--- src/rtl/macc_pkg.sv ---
`default_nettype none
// ============================================================================
// Module   : macc_pkg
// Purpose  : Shared constants and the round/saturate narrowing helpers used
//            by the MACC output stage.
// Contents : MACC operand/result widths, drop counter width, and the
//            rs_limit / rs_sat / rs_val narrowing functions.
// Revision : 1.0 - initial release
// ============================================================================
package macc_pkg;

  // The 25x18 product is 43 bits. 5 guard bits for accumulation give 48.
  localparam int MACC_A_W     = 25;
  localparam int MACC_B_W     = 18;
  localparam int MACC_GUARD_W = 5;
  localparam int MACC_P_W     = MACC_A_W + MACC_B_W + MACC_GUARD_W;

  localparam int DROP_CNT_W = 16;

  // Widest pre-shift word the helpers handle. One extra bit holds the
  // rounding carry.
  localparam int RS_MAX_W = 64;
  typedef logic [RS_MAX_W:0] rs_word_t;
  localparam rs_word_t RS_ONE = rs_word_t'(1);

  // Largest value representable in out_w unsigned bits.
  function automatic rs_word_t rs_limit(input int out_w);
    return (RS_ONE << out_w) - RS_ONE;
  endfunction

  // s1 already has the rounding constant added. True when the shifted value
  // does not fit in out_w bits.
  function automatic logic rs_sat(input rs_word_t s1, input int shift,
                                  input int out_w);
    return (s1 >> shift) > rs_limit(out_w);
  endfunction

  // Shifted value clamped to the out_w limit. The result is zero above bit
  // out_w-1, so callers may truncate it safely.
  function automatic rs_word_t rs_val(input rs_word_t s1, input int shift,
                                      input int out_w);
    rs_word_t sh;
    sh = s1 >> shift;
    return (sh > rs_limit(out_w)) ? rs_limit(out_w) : sh;
  endfunction

endpackage
`default_nettype wire

--- src/rtl/macc_rs_fifo.sv ---
`default_nettype none
// ============================================================================
// Module   : macc_rs_fifo
// Purpose  : Small show-ahead FIFO with registered head data and valid.
//            A write is refused only when the FIFO is full and no pop happens
//            in the same cycle. The refused write is reported on drop_o.
// Ports    : clk        - rising-edge clock
//            rst        - asynchronous active-low reset
//            wr_en_i    - write request
//            wr_data_i  - write data
//            rd_en_i    - consumer ready; pops the head when valid_o=1
//            rd_data_o  - registered head data (holds its value when empty)
//            valid_o    - registered non-empty flag
//            push_o     - write accepted this cycle
//            drop_o     - write refused this cycle (full, no pop)
// Params   : DEPTH (power of two, >= 2), OUT_W
// Revision : 1.0 - initial release
// ============================================================================
module macc_rs_fifo #(
  parameter int DEPTH = 4,
  parameter int OUT_W = 18
) (
  input  logic             clk,
  input  logic             rst,
  input  logic             wr_en_i,
  input  logic [OUT_W-1:0] wr_data_i,
  input  logic             rd_en_i,
  output logic [OUT_W-1:0] rd_data_o,
  output logic             valid_o,
  output logic             push_o,
  output logic             drop_o
);

  localparam int AW = $clog2(DEPTH);
  localparam int CW = AW + 1;
  localparam logic [CW-1:0] FULL_CNT = CW'(DEPTH);

  logic [OUT_W-1:0] mem_q [DEPTH];
  logic [AW-1:0]    wr_ptr_q, wr_ptr_d;
  logic [AW-1:0]    rd_ptr_q, rd_ptr_d;
  logic [CW-1:0]    count_q, count_d;
  logic [CW-1:0]    remain;
  logic [OUT_W-1:0] head_q, head_d;
  logic             valid_q, valid_d;
  logic             push, pop;

  always_comb begin
    pop      = valid_q & rd_en_i;
    push     = wr_en_i & ((count_q != FULL_CNT) | pop);
    remain   = count_q - {{AW{1'b0}}, pop};
    count_d  = remain + {{AW{1'b0}}, push};
    wr_ptr_d = push ? (wr_ptr_q + AW'(1)) : wr_ptr_q;
    rd_ptr_d = pop  ? (rd_ptr_q + AW'(1)) : rd_ptr_q;
    valid_d  = (count_d != '0);
    // Next head: hold when empty. If no old entry survives the pop, the
    // head is the word being written now, which is not yet in mem_q.
    // Otherwise it is the oldest surviving stored entry.
    if (!valid_d) begin
      head_d = head_q;
    end else if (remain == '0) begin
      head_d = wr_data_i;
    end else begin
      head_d = mem_q[rd_ptr_d];
    end
  end

  always_ff @(posedge clk) begin
    if (push) begin
      mem_q[wr_ptr_q] <= wr_data_i;
    end
  end

  always_ff @(posedge clk or negedge rst) begin
    if (!rst) begin
      wr_ptr_q <= '0;
      rd_ptr_q <= '0;
      count_q  <= '0;
      head_q   <= '0;
      valid_q  <= 1'b0;
    end else begin
      wr_ptr_q <= wr_ptr_d;
      rd_ptr_q <= rd_ptr_d;
      count_q  <= count_d;
      head_q   <= head_d;
      valid_q  <= valid_d;
    end
  end

  assign rd_data_o = head_q;
  assign valid_o   = valid_q;
  assign push_o    = push;
  assign drop_o    = wr_en_i & ~push;

endmodule
`default_nettype wire

--- src/rtl/macc_round_sat.sv ---
`default_nettype none
// ============================================================================
// Module   : macc_round_sat
// Purpose  : Output stage after the 25x18 MACC. It rounds the result
//            half-up with a right shift by SHIFT and saturates it to OUT_W
//            bits. It then buffers the result in a show-ahead FIFO. The MACC
//            is never stalled: a sample that meets a full FIFO is dropped
//            and counted.
// Ports    : clk        - rising-edge clock
//            rst        - asynchronous active-low reset
//            p_in       - MACC result (unsigned, IN_W bits)
//            p_valid    - p_in valid this cycle
//            clr_flags  - synchronous clear of sat_flag/drop_cnt/peak_out
//            out_data   - FIFO head data
//            out_valid  - FIFO non-empty
//            out_ready  - consumer accepts the head
//            sat_flag   - sticky: a written sample saturated
//            drop_cnt   - dropped-sample count, saturating
//            peak_out   - largest value written since reset/clear
// Macro    : MACC_RS_PEAK_EN - enables peak tracking. When it is undefined,
//            peak_out is tied to 0.
// Revision : 1.0 - initial release
// ============================================================================
module macc_round_sat
  import macc_pkg::*;
#(
  parameter int IN_W  = MACC_P_W,
  parameter int OUT_W = 18,
  parameter int SHIFT = 12,
  parameter int DEPTH = 4
) (
  input  logic                  clk,
  input  logic                  rst,
  input  logic [IN_W-1:0]       p_in,
  input  logic                  p_valid,
  input  logic                  clr_flags,
  output logic [OUT_W-1:0]      out_data,
  output logic                  out_valid,
  input  logic                  out_ready,
  output logic                  sat_flag,
  output logic [DROP_CNT_W-1:0] drop_cnt,
  output logic [OUT_W-1:0]      peak_out
);

  // Half of the LSB that the shift removes. The add is one bit wider than
  // p_in, so an all-ones input cannot wrap.
  localparam logic [IN_W:0] RND = {{IN_W{1'b0}}, 1'b1} << (SHIFT - 1);

  // Stage 1: add the rounding constant.
  logic [IN_W:0]  s1_q, s1_d;
  logic           s1_v_q;
  // Stage 2: shift and saturate.
  logic [OUT_W-1:0] s2_q, s2_d;
  logic             s2_sat_q, s2_sat_d;
  logic             s2_v_q;
  // FIFO handshake
  logic             push, drop;
  // Flags
  logic                  sat_flag_q, sat_flag_d;
  logic [DROP_CNT_W-1:0] drop_cnt_q, drop_cnt_d;

  always_comb begin
    s1_d     = {1'b0, p_in} + RND;
    s2_d     = OUT_W'(rs_val(rs_word_t'(s1_q), SHIFT, OUT_W));
    s2_sat_d = rs_sat(rs_word_t'(s1_q), SHIFT, OUT_W);
  end

  always_ff @(posedge clk or negedge rst) begin
    if (!rst) begin
      s1_q     <= '0;
      s1_v_q   <= 1'b0;
      s2_q     <= '0;
      s2_sat_q <= 1'b0;
      s2_v_q   <= 1'b0;
    end else begin
      s1_q     <= s1_d;
      s1_v_q   <= p_valid;
      s2_q     <= s2_d;
      s2_sat_q <= s2_sat_d;
      s2_v_q   <= s1_v_q;
    end
  end

  macc_rs_fifo #(
    .DEPTH (DEPTH),
    .OUT_W (OUT_W)
  ) u_fifo (
    .clk       (clk),
    .rst       (rst),
    .wr_en_i   (s2_v_q),
    .wr_data_i (s2_q),
    .rd_en_i   (out_ready),
    .rd_data_o (out_data),
    .valid_o   (out_valid),
    .push_o    (push),
    .drop_o    (drop)
  );

  // A clear has priority over a set or increment in the same cycle.
  always_comb begin
    sat_flag_d = sat_flag_q | (push & s2_sat_q);
    drop_cnt_d = drop_cnt_q;
    if (drop && (drop_cnt_q != '1)) begin
      drop_cnt_d = drop_cnt_q + DROP_CNT_W'(1);
    end
    if (clr_flags) begin
      sat_flag_d = 1'b0;
      drop_cnt_d = '0;
    end
  end

  always_ff @(posedge clk or negedge rst) begin
    if (!rst) begin
      sat_flag_q <= 1'b0;
      drop_cnt_q <= '0;
    end else begin
      sat_flag_q <= sat_flag_d;
      drop_cnt_q <= drop_cnt_d;
    end
  end

  assign sat_flag = sat_flag_q;
  assign drop_cnt = drop_cnt_q;

`ifdef MACC_RS_PEAK_EN
  logic [OUT_W-1:0] peak_q, peak_d;

  // Track the largest value actually written. Dropped samples do not count.
  always_comb begin
    peak_d = peak_q;
    if (push && (s2_q > peak_q)) begin
      peak_d = s2_q;
    end
    if (clr_flags) begin
      peak_d = '0;
    end
  end

  always_ff @(posedge clk or negedge rst) begin
    if (!rst) begin
      peak_q <= '0;
    end else begin
      peak_q <= peak_d;
    end
  end

  assign peak_out = peak_q;
`else
  assign peak_out = '0;
`endif

endmodule
`default_nettype wire
--- config.mk ---
export PLATFORM = sky130hd
export DESIGN_NAME = macc_round_sat
export DESIGN_NICKNAME = d
export VERILOG_FILES = /design/src/rtl/macc_pkg.sv /design/src/rtl/macc_rs_fifo.sv /design/src/rtl/macc_round_sat.sv
export SDC_FILE = /design/constraint.sdc
export NUM_CORES = 1
export LEC_CHECK = 0
export CORE_AREA = 2 2 177 92
export CTS_CLUSTER_DIAMETER = 120
export DETAILED_ROUTE_END_ITERATION = 8
export DIE_AREA = 0 0 179 94
export GPL_TIMING_DRIVEN = 0
export MAX_ROUTING_LAYER = met4
export PLACE_DENSITY_LB_ADDON = 0.08
export SKIP_CTS_REPAIR_TIMING = 1
export SLEW_MARGIN = 20
export SYNTH_ARGS = -nofsm -noshare
export SYNTH_HDL_FRONTEND = slang
export SYNTH_SLANG_ARGS = --single-unit
--- constraint.sdc ---
create_clock -name clk -period 6.3 [get_ports clk]
set_input_delay 1.26 -clock clk [delete_from_list [all_inputs] [get_ports clk]]
set_output_delay 1.26 -clock clk [all_outputs]
set_load 0.005 [all_outputs]
# --- Yosys cells after proc, flatten, opt, wreduce, memory -nomap -nowiden ---
# Memories as Yosys holds them, arrays and structs flattened.
# Index checks and enable logic that the tools add are counted.
word_totals:
  inputBits: 53
  mem_bits_rw: 72
  register_bits: 113
  n_memories: 1
  output_inout_bits: 54
memory_table:
  columns: ["memory", "words", "width", "rd", "rd_clocked_by_memory_dff", "wr", "line_no", "source"]
  rows:
  - ["u_fifo.mem_q", 4, 18, 1, 0, 1, "macc_rs_fifo.sv:38", "logic [OUT_W-1:0] mem_q [DEPTH];"]
op_classes:
  n_lt_le_gt_ge: 1
  bitwise: 7
  n_reduce_logical: 4
  add_sub_neg: 6
  mux: 8
  n_eq_ne: 2
op_table:
  columns: ["op", "count"]
  rows:
  - ["48-bit by 12-bit adder with 49-bit output (second input constant)", 1]
  - ["37-bit by 18-bit greater-than comparator with 1-bit output (second input constant)", 1]
  - ["18-bit 2-to-1 mux", 2]
  - ["16-bit 2-to-1 mux", 2]
  - ["16-bit by 1-bit adder with 16-bit output (second input constant)", 1]
  - ["16-bit inequality test (second input constant)", 1]
  - ["2-bit by 1-bit adder with 2-bit output (second input constant)", 2]
  - ["1-bit bitwise AND", 4]
  - ["3-bit by 1-bit adder with 3-bit output", 1]
  - ["3-bit zero test", 1]
  - ["1-bit 2-to-1 mux", 3]
  - ["3-bit inequality test (second input constant)", 1]
  - ["3-bit nonzero test", 1]
  - ["3-bit by 1-bit subtractor with 3-bit output", 1]
  - ["2-bit 2-to-1 mux", 1]
  - ["1-bit bitwise OR", 2]
  - ["2-bit nonzero test", 1]
  - ["1-bit logical AND", 1]
  - ["1-bit inverter", 1]

# --- Longest topological paths before layout ---
# Gate-level depths: netlist of the first run.
depth:
  ltp_word: 8
  mapped_depth: 15
  mapped_depth_nobuf: 11

# --- By module ---
# Synthesis of the first run repeated with hierarchy kept, for this count alone.
unflattened:
  hier_cells: 657
  area_unflattened_um2: 8161.6
modules_own_cells:
  columns: ["mod", "cells_each", "area_per_inst_um2", "n_inst", "seq_area_each_um2"]
  rows:
  - ["macc_rs_fifo", 337, 4659.5, 1, 2812.7]
  - ["macc_round_sat", 320, 3502.1, 1, 1876.8]

# --- Worst setup path before layout of the first run ---
# OpenSTA, ideal clock, no wires.
synth_timing:
  path_kind: "input port to flip-flop"
  start: "input out_ready"
  end: "register u_fifo.head_q[14] (netlist: u_fifo.rd_data_o[14])"
  arrival_ns: 3.523
  cell_stages: 14
  required_ns: 6.166
  n_path_buf: 5
  path_slack_ns: 2.643
  path_cell_list: "nand2_1 buf_4 buf_6 a41oi_2 ha_1 ha_1 or2_2 clkbuf_1 nor2_4 inv_2 buf_6 buf_6 a31oi_2 o41ai_1"
synth_between:
  elab_chain_len: 5
  elab_cells_between_ends: 10
synth_rtl:
  columns: ["item", "line_no", "source"]
  rows:
  - ["start: declaration", "macc_round_sat.sv:39", "input logic out_ready,"]
  - ["1-bit bitwise AND", "macc_rs_fifo.sv:48", "pop = valid_q & rd_en_i;"]
  - ["1-bit bitwise OR", "macc_rs_fifo.sv:49", "push = wr_en_i & ((count_q != FULL_CNT) | pop);"]
  - ["1-bit bitwise AND", "macc_rs_fifo.sv:49", null]
  - ["net push", "macc_round_sat.sv:57", "logic push, drop;"]
  - ["3-bit by 1-bit adder with 3-bit output", "macc_rs_fifo.sv:51", "count_d = remain + {{AW{1'b0}}, push};"]
  - ["net u_fifo.count_d[1]", "macc_rs_fifo.sv:41", "logic [CW-1:0] count_q, count_d;"]
  - ["3-bit nonzero test", "macc_rs_fifo.sv:54", "valid_d = (count_d != '0);"]
  - ["net u_fifo.valid_d", "macc_rs_fifo.sv:44", "logic valid_q, valid_d;"]
  - ["end signal: assignment", "macc_rs_fifo.sv:78", "head_q <= '0;"]
  - ["end signal: assignment", "macc_rs_fifo.sv:84", "head_q <= head_d;"]
  - ["end: declaration", "macc_rs_fifo.sv:43", "logic [OUT_W-1:0] head_q, head_d;"]
# The timed path passes the listed nets, and every way through them passes these cells.
# A chain may end at the register's enable or synchronous reset.

# --- Final worst setup path of the first run ---
layout_timing:
  start: "input out_ready"
  end: "register u_fifo.head_q[14] (netlist: u_fifo.rd_data_o[14])"
layout_between:
  elab_chain_len: 5
  elab_cells_between_ends: 10
layout_rtl:
  columns: ["item", "line_no"]
  rows:
  - ["1-bit bitwise AND", "macc_rs_fifo.sv:48"]
  - ["1-bit bitwise OR", "macc_rs_fifo.sv:49"]
  - ["1-bit bitwise AND", "macc_rs_fifo.sv:49"]
  - ["net push", "macc_round_sat.sv:57"]
  - ["3-bit by 1-bit adder with 3-bit output", "macc_rs_fifo.sv:51"]
  - ["net u_fifo.count_d[1]", "macc_rs_fifo.sv:41"]
  - ["3-bit nonzero test", "macc_rs_fifo.sv:54"]
# The timed path passes the listed nets, and every way through them passes these cells.

==> out/metrics.cfg, run 1 <==
[drt]
wl_met3_microns = 1190
highest_layer = met4
vias = 5312
route.detailed.drc = 0
routedWlPerCell_microns = 18.6
vias_per_cell = 5.59
ant_nets = 0
drtIter0Drc = 341
routed_wl_microns = 17600
first_pass_iters = 5
wirelength_met1_microns = 8510
wl_met2_microns = 7750

[pwr]
power_density_nw_per_um2 = 383
cell_internal_pwr_mw = 2.62
vdd_drop_max_v = 0.000189
p_leak_nw = 3.88
swShare_pct = 31.5
p_switching_mw = 1.20
pwr-share-comb_pct = 33.6
power_frac_seq_pct = 38.4
clock_power_share_pct = 28.0

[yosys]
async_flop_share_pct = 58.4
synth-edff-count = 72
yosysWarnings = 0
seq_area_frac_synth_pct = 56.8
syn_inst = 621
syn_avg_cell_area_sq_um = 13.3
yosys_most_used_dff = dfrtp_1
ys_types = 56
synthesis.area_sq_um = 8260
ys_seq_elements = 173

[critical_path]
path_class = input pin to flop
worstPathMaxFanout = 10
worstPathRequired_ns = 6.59
worstPathArrival_ns = 4.70
end_kind = flop
start_kind = input pin

[global_route]
grt_pass1_vias = 5285
grt_start_max_net_pins = 60
antenna_found_initial = 0
gr-total-overflow = 0
grt_pass1_wl_microns = 27900
grt_usage_pct = 23.2

[sta]
layout_min_cycle_time_ns = 4.41
maxSlewHeadroom_pct = 29.8
setup_violations = 0
finalCritPeriodShare_pct = 70.0
skew_ns = 0.0109
rsz0062_at_grt = false
tightest_slew_ns = 1.05
tns_ns = 0
fmax_mhz = 227
report.final.hold_viol_count = 0
hold_slack_ns = 0.351
final_max_slew_viol_count = 0

[clock_tree]
clock_latency_ns = 0.42
cts_tree = yes
cts.sinks = 173
cts.reportedPaths.clkPinSlew_ns = 0.07
cts-root-buf = clkbuf_16
cts_max_path_buffers = 2
cts_buffers = 17
htree_levels = 4

[die]
coreArea_sq_um = 15200
start_util_pct = 54.4
ioPinCount = 107
die_h_microns = 94
die_w_microns = 179
std_cell_rows = 32
die_area_sq_um = 16800

[worst_hold_path]
hold_path_class = flop to flop

[placed_design]
hpwl_microns = 12200
port_buffers = 77
routabilityCongestion = 0.821

[cells_and_area]
area_delta_synth_final_pct = 20.9
diodes = 0
finalNetCount = 798
drive_gt1_share_pct = 15.3

[run_status]
status = finished, final reports clean

[job]
maxCapViolCount = 0

routing by layer:
layer  global-route usage [%]  vias to the layer above
li1                         -                     2514
met1                     33.0                     2596
met2                     34.0                      184
met3                     4.85                       18
met4                     6.44                        0
met5                        -                        -
worst paths after layout:
check / cells past startpoint / slack, ns / end / from
max: 13 / 1.89 / u_fifo.rd_data_o[14] / out_ready
min: 0 / 0.35 / s2_v_q / s1_v_q
max reg2reg: 12 / 2.77 / u_fifo.rd_data_o[14] / u_fifo.valid_o
min reg2reg: 0 / 0.35 / s2_v_q / s1_v_q
max in group asynchronous: 2 / 4.93 / u_fifo.rd_data_o[9] / rst
min in group asynchronous: 1 / 0.74 / drop_cnt[11] / rst
cell families (layout without fill, tap and decap cells):
logic type	after synthesis	in the layout	share of synthesized area (%)
muxes	86	86	13.5
adders and majority gates	10	10	1.51
buffers and inverters	72	181	4.98
and+or+nand+nor	173	173	13.6
AOI/OAI and AO/OA	66	66	5.12
DFF	173	173	56.8
other	1	18	0.0454
xor gates and xnor gates	40	40	4.44
cell type report:
cell class	instances	area (sq um)
Inverter	23	86.3
Timing Repair Buffer	78	800
Clock inverter	11	128
Tap cell	204	255
Buffer	49	325
Multi-Input combinational cell	393	3220
Clock buffer	20	478
Fill cell	1128	5190
Sequential cell	173	4690
critical path, stage by stage:
cell,delay (ns)
clkdlybuf4s50_1,0.43
nand2_1,0.11
buf_4,0.25
buf_6,0.23
a41oi_2,0.34
ha_1,0.33
ha_1,0.28
or2_2,0.10
clkbuf_1,0.37
clkbuf_1,0.54
nor3b_1,0.14
a31oi_2,0.19
o41ai_1,0.11
registers in the layout (all words and copies together), names as in the netlist:
register and count:
u_fifo.mem_q 72, u_fifo.rd_data_o 18, s2_v_q 1, sat_flag 1, u_fifo.valid_o 1, u_fifo.count_q 3, s1_q 37, s1_v_q 1
u_fifo.wr_ptr_q 2, s2_q 18, drop_cnt 16, u_fifo.rd_ptr_q 2, s2_sat_q 1
power by group through the flow:
| stage | combinational [mW] | sequential (mW) | clock, mW |
|---|---|---|---|
| CTS | 1.29 | 1.47 | 1.08 |
| global placement | 1.26 | 1.49 | 0 |
| global route | 1.42 | 1.49 | 1.13 |
| floorplan | 0.856 | 1.47 | 0 |
| finish | 1.28 | 1.47 | 1.07 |
| detailed placement | 1.29 | 1.49 | 0 |
metrics by stage:
stage	instance area, sq um	util [%]	setup slack [ns]	total power, mW	instances
after floorplan	8330	-	2.64	2.33	638
after global placement	9350	61.6	0.160	2.75	919
after detailed placement	9380	61.8	1.53	2.78	920
after CTS	9990	65.8	1.95	3.84	951
after global routing	9990	65.8	1.73	4.04	951
final	9990	65.8	1.89	3.82	951
cells in the final DEF (no fill, tap or decap), types with 18 or more instances in the layout:
cell type,n
dfrtp_1,101
clkdlybuf4s50_1,76
edfxtp_1,72
mux2i_1,61
xor2_1,23
nand2_1,22
inv_1,21
buf_4,20
mux4_2,20
nand3_1,18
nor3_1,18
conb_1,18
clkbuf_16,18
cells in the mapped netlist (2+ instances only):
cell type | count | area share (%)
buf_2 | 11 | 0.67
and3_1 | 8 | 0.61
nand3_1 | 18 | 1.1
nand4_1 | 10 | 0.76
a211oi_1 | 2 | 0.18
a31oi_1 | 15 | 1.1
o31ai_1 | 8 | 0.73
clkbuf_1 | 10 | 0.45
nor4_1 | 8 | 0.61
nor2b_1 | 4 | 0.30
dfrtp_1 | 101 | 31
or2b_1 | 2 | 0.18
mux2i_1 | 61 | 7.4
buf_4 | 20 | 1.8
edfxtp_1 | 72 | 26
and2_1 | 6 | 0.45
buf_6 | 7 | 0.95
inv_2 | 2 | 0.091
xnor2_1 | 16 | 1.7
nor3_1 | 18 | 1.1
a21oi_1 | 11 | 0.67
o41ai_1 | 2 | 0.21
nand2_1 | 22 | 1.0
or4_1 | 5 | 0.45
mux2_1 | 4 | 0.55
mux4_2 | 20 | 5.5
and4_1 | 9 | 0.95
or3_1 | 2 | 0.15
o21ai_0 | 3 | 0.18
nand2b_1 | 17 | 1.3
nor4_2 | 9 | 1.4
o21ai_1 | 17 | 1.0
ha_1 | 10 | 1.5
nand4_4 | 2 | 0.51
xor2_1 | 23 | 2.4
nor3b_1 | 17 | 1.5
nor2_1 | 10 | 0.45
inv_1 | 21 | 0.95
Note: power is estimated with default switching activity, not from simulation.
==> run 2: changes to the inputs <==
- CORE_AREA: 2 2 177 92 -> 2 2 185 96
- DIE_AREA: 0 0 179 94 -> 0 0 187 98
- clock period: 6.3 -> 3.77 ns (I/O delays scaled with it)
==> out/metrics.cfg, run 2 (synthesis gave the netlist of run 1 again) <==
[pwr]
cell_internal_pwr_mw = 4.37
power_frac_seq_pct = 37.9
power_density_nw_per_um2 = 649
p_leak_nw = 3.88
p_switching_mw = 2.16
clock_power_share_pct = 27.7
vdd_drop_max_v = 0.000415
swShare_pct = 33.1
power.total_mw = 6.52
pwr-share-comb_pct = 34.4

[drt]
vias_per_cell = 5.65
route.detailed.drc = 0
first_pass_iters = 5
vias = 5540
routed_wl_microns = 19800
drtIter0Drc = 359
routedWlPerCell_microns = 20.2
ant_nets = 0

[cells_and_area]
final_common_cell = dfrtp_1
area_delta_synth_final_pct = 21.6
fillers = 1323
largest_register = u_fifo.mem_q
largest_reg_flops = 72
drive_gt1_share_pct = 15.7
final_cell_mix = dfrtp_1 (101), clkdlybuf4s50_1 (76), edfxtp_1 (72)
seq_area_sq_um = 4690
layout.cells.non_filler = 981
diodes = 0
multi_input_area_sq_um = 3240
reg_top3 = u_fifo.mem_q (72), s1_q (37)
finalNetCount = 797

[global_route]
antenna_found_initial = 0
grt_usage_pct = 23.2
grt_start_max_net_pins = 79
grt_pass1_vias = 5461
gr-total-overflow = 0
grt_pass1_wl_microns = 31000

[die]
die_h_microns = 98
ioPinCount = 107
coreArea_sq_um = 16900
die_w_microns = 187
std_cell_rows = 34
start_util_pct = 48.9
die_area_sq_um = 18300

[sta]
tightest_slew_ns = 1.13
report.final.hold_viol_count = 0
final_max_slew_viol_count = 0
hold_slack_ns = 0.177
maxSlewHeadroom_pct = 24.6
fmax_mhz = 290
tns_ns = 0
finalCritPeriodShare_pct = 91.6
layout_min_cycle_time_ns = 3.45
setup_violations = 0
rsz0062_at_grt = false
skew_ns = 0.0116

[worst_hold_path]
hold_path_class = input pin to async pin

[placed_design]
routabilityCongestion = 0.899
numPlacedInstances = 950
hpwl_microns = 14100
port_buffers = 77

[clock_tree]
cts.sinks = 173
htree_levels = 4
cts_buffers = 17
cts_max_path_buffers = 2
clock_latency_ns = 0.43
cts-root-buf = clkbuf_16
cts.reportedPaths.clkPinSlew_ns = 0.07
cts_tree = yes

[job]
maxCapViolCount = 0

[critical_path]
worstPathMaxFanout = 10
start_kind = input pin
worstPathArrival_ns = 3.75
worstPathRequired_ns = 4.06
startpoint = out_ready
path_class = input pin to flop
timing.reg2reg.setup_slack_ns = 0.66
r2r-start = u_fifo.valid_o
end_kind = flop

[run_status]
status = finished, final reports clean

[run 2: cell count changes in the layout (fill, tap and decap cells not counted), sizes merged]
cell,before,now
buf,41,40
bufinv,2,1
clkinvlp,1,2
inv,28,29
[run 2: critical path, cell delays in order]
cell and delay (ns):
clkdlybuf4s50_1 0.44, nand2_1 0.11, buf_4 0.23, buf_6 0.23, a41oi_4 0.22, ha_1 0.27
ha_1 0.29, or2_2 0.40, nor2_4 0.17, inv_2 0.06, buf_6 0.14, buf_6 0.16
a31oi_2 0.16, o41ai_1 0.10
[run 2: final cells by class]
cell class	count	share of cell area [%]
timing repair buffer	78	7.96
multi-input combinational	393	32.2
sequential	173	46.7
clock buffer	20	4.98
inverter	23	0.859
tap	234	2.91
buffer	48	3.24
clock inverter	12	1.13
[run 2: path summary, 6_finish.rpt]
kind,cells after the start,to
worst max-delay path,14,u_fifo.rd_data_o[14]
worst min-delay path,1,s2_q[11]
worst max register to register,13,u_fifo.rd_data_o[14]
worst min register to register,0,s2_v_q
max in group asynchronous,2,s2_q[2]
min in group clk,0,s2_v_q
[run 2: through the flow]
stage          util [%]  cell area, sq um  setup WS, ns
6_report           59.5             10000         0.318
5_1_grt            59.5             10000         0.171
4_1_cts            59.4             10000        -0.130
3_5_place_dp       55.8              9420        -0.603
3_3_place_gp       55.6              9390         -1.95
2_1_floorplan         -              8330         0.619
[run 2: power groups by stage]
stage	registers (mW)	logic (mW)	clock network, mW
finish	2.47	2.24	1.81
global route	2.51	2.44	1.91
CTS	2.47	2.24	1.83
detailed placement	2.51	2.24	0
global placement	2.49	2.15	0
floorplan	2.46	1.43	0
[run 2: per-layer routing]
| metal | GRT usage (%) | up-vias | routed length [microns] |
|---|---|---|---|
| li1 | - | 2511 | - |
| met1 | 34.2 | 2832 | 9920 |
| met2 | 32.3 | 179 | 8490 |
| met3 | 5.39 | 18 | 1230 |
| met4 | 5.80 | 0 | 179 |
| met5 | - | - | 0 |
==> run 3: changes to the inputs <==
- CORE_AREA: 2 2 185 96 -> 4 4 179 94
- DIE_AREA: 0 0 187 98 -> 0 0 183 98
- clock period: 3.77 -> 3.6 ns (I/O delays scaled with it)
==> out/metrics.cfg, run 3 (synthesis gave the netlist of run 1 again) <==
[run_status]
status = finished, final reports clean

[sta]
fmax_mhz = 293
rsz0062_at_grt = false
layout_min_cycle_time_ns = 3.41
finalCritPeriodShare_pct = 94.7
skew_ns = 0.0145
maxSlewHeadroom_pct = 28.8
setup_violations = 0
tns_ns = 0
tightest_slew_ns = 1.07
final_max_slew_viol_count = 0
report.final.hold_viol_count = 0

[pwr]
swShare_pct = 31.8
power.total_mw = 6.69
cell_internal_pwr_mw = 4.56
clock_power_share_pct = 27.8
power_density_nw_per_um2 = 669
vdd_drop_max_v = 0.000357
p_leak_nw = 3.87
pwr-share-comb_pct = 33.7
p_switching_mw = 2.13
power_frac_seq_pct = 38.5

[critical_path]
worstPathRequired_ns = 3.89
path_class = input pin to flop
slowest_stage = clkdlybuf4s50_1
worstPathArrival_ns = 3.70
timing.reg2reg.setup_slack_ns = 0.53
start_kind = input pin
path_cells = clkdlybuf4s50_1 -> nand2_1 -> buf_4 -> buf_6 -> a41oi_4 -> ha_1 -> ha_1 -> or2_2 -> nor2_4 -> inv_2 -> buf_6 -> buf_6 -> a31oi_2 -> o41ai_1
worstPathMaxFanout = 10
end_kind = flop
crit_top_cell = buf_6
critPathMaxStageDelay_ns = 0.44

[die]
die_w_microns = 183
ioPinCount = 107
coreArea_sq_um = 15200
std_cell_rows = 32
start_util_pct = 54.3
die_area_sq_um = 17900
die_h_microns = 98

[cells_and_area]
multi_input_area_sq_um = 3240
final_cell_mix = dfrtp_1 (101), clkdlybuf4s50_1 (76), edfxtp_1 (72)
fillers = 1180
final_common_cell = dfrtp_1
drive_gt1_share_pct = 15.4
post-route-util_pct = 65.7
seq_area_sq_um = 4690
largest_register = u_fifo.mem_q
finalNetCount = 797
reg_top3 = u_fifo.mem_q (72), s1_q (37)
largest_reg_flops = 72
diodes = 0
area_delta_synth_final_pct = 21.0
layout.cells.non_filler = 951

[global_route]
grt_pass1_wl_microns = 28100
grt_usage_pct = 20.9
grt_start_max_net_pins = 74
antenna_found_initial = 0
gr-total-overflow = 0
grt_pass1_vias = 5295

[placed_design]
numPlacedInstances = 920
routabilityCongestion = 0.806
port_buffers = 77
hpwl_microns = 12300

[drt]
drtIter0Drc = 355
routed_wl_microns = 17600
route.detailed.drc = 0
vias = 5256
vias_per_cell = 5.53
ant_nets = 0
first_pass_iters = 5
routedWlPerCell_microns = 18.5

[clock_tree]
cts.reportedPaths.clkPinSlew_ns = 0.07
cts_tree = yes
cts_max_path_buffers = 2
cts.sinks = 173
htree_levels = 4
clock_latency_ns = 0.42
cts_buffers = 17
cts-root-buf = clkbuf_16

[job]
maxCapViolCount = 0

[worst_hold_path]
hold_path_class = input pin to async pin

## run 3: cell count changes in the layout (fill, tap and decap cells not counted), sizes merged
cell    delta
buf        +1
bufinv     +1
clkbuf     -2
clkinv     +1
inv        -1
## run 3: power by group through the flow
stage,registers (mW),clock network (mW),logic [mW]
after detailed placement,2.62,0,2.26
final,2.57,1.86,2.26
after global placement,2.60,0,2.21
after floorplan,2.58,0,1.50
after CTS,2.58,1.90,2.27
after global routing,2.62,1.99,2.45
## run 3: area by class of cell
class,instances,area share [%]
clock buffer,19,4.54
sequential,173,46.9
clock inverter,13,1.53
multi-input combinational,393,32.4
buffer,48,3.25
timing repair buffer,78,8.00
inverter,23,0.863
tap,204,2.55
## run 3: worst max-delay path: cells and delay by family
family,cells,cell delay (ns)
buf+inv,6,1.24
simple gates,3,0.64
fa+ha+maj,2,0.55
compound gates,3,0.50
## run 3: final timing paths
kind,start,to,cells after the start
setup / recovery,out_ready,u_fifo.rd_data_o[14],14
hold / removal,rst,drop_cnt[11],1
setup reg to reg,u_fifo.valid_o,u_fifo.rd_data_o[14],13
hold reg to reg,s1_v_q,s2_v_q,0
max in group asynchronous,rst,u_fifo.rd_data_o[2],2
min in group clk,s1_v_q,s2_v_q,0
## run 3: layer usage
| metal | wire length, microns | vias up | global-route usage (%) |
|---|---|---|---|
| met1 | 8380 | 2573 | 29.9 |
| met4 | 74 | 0 | 4.41 |
| met3 | 1250 | 4 | 5.51 |
| met5 | 0 | - | - |
| met2 | 7870 | 169 | 30.7 |
| li1 | - | 2510 | - |
## run 3: per-stage QoR
stage,hold slack [ns],instance area [sq um],setup WS (ns)
2_1_floorplan,0.331,8330,0.483
3_3_place_gp,0.332,9350,-1.97
3_5_place_dp,0.337,9380,-0.597
4_1_cts,0.153,9990,-0.165
5_1_grt,0.157,10000,0.0959
6_report,0.155,10000,0.191
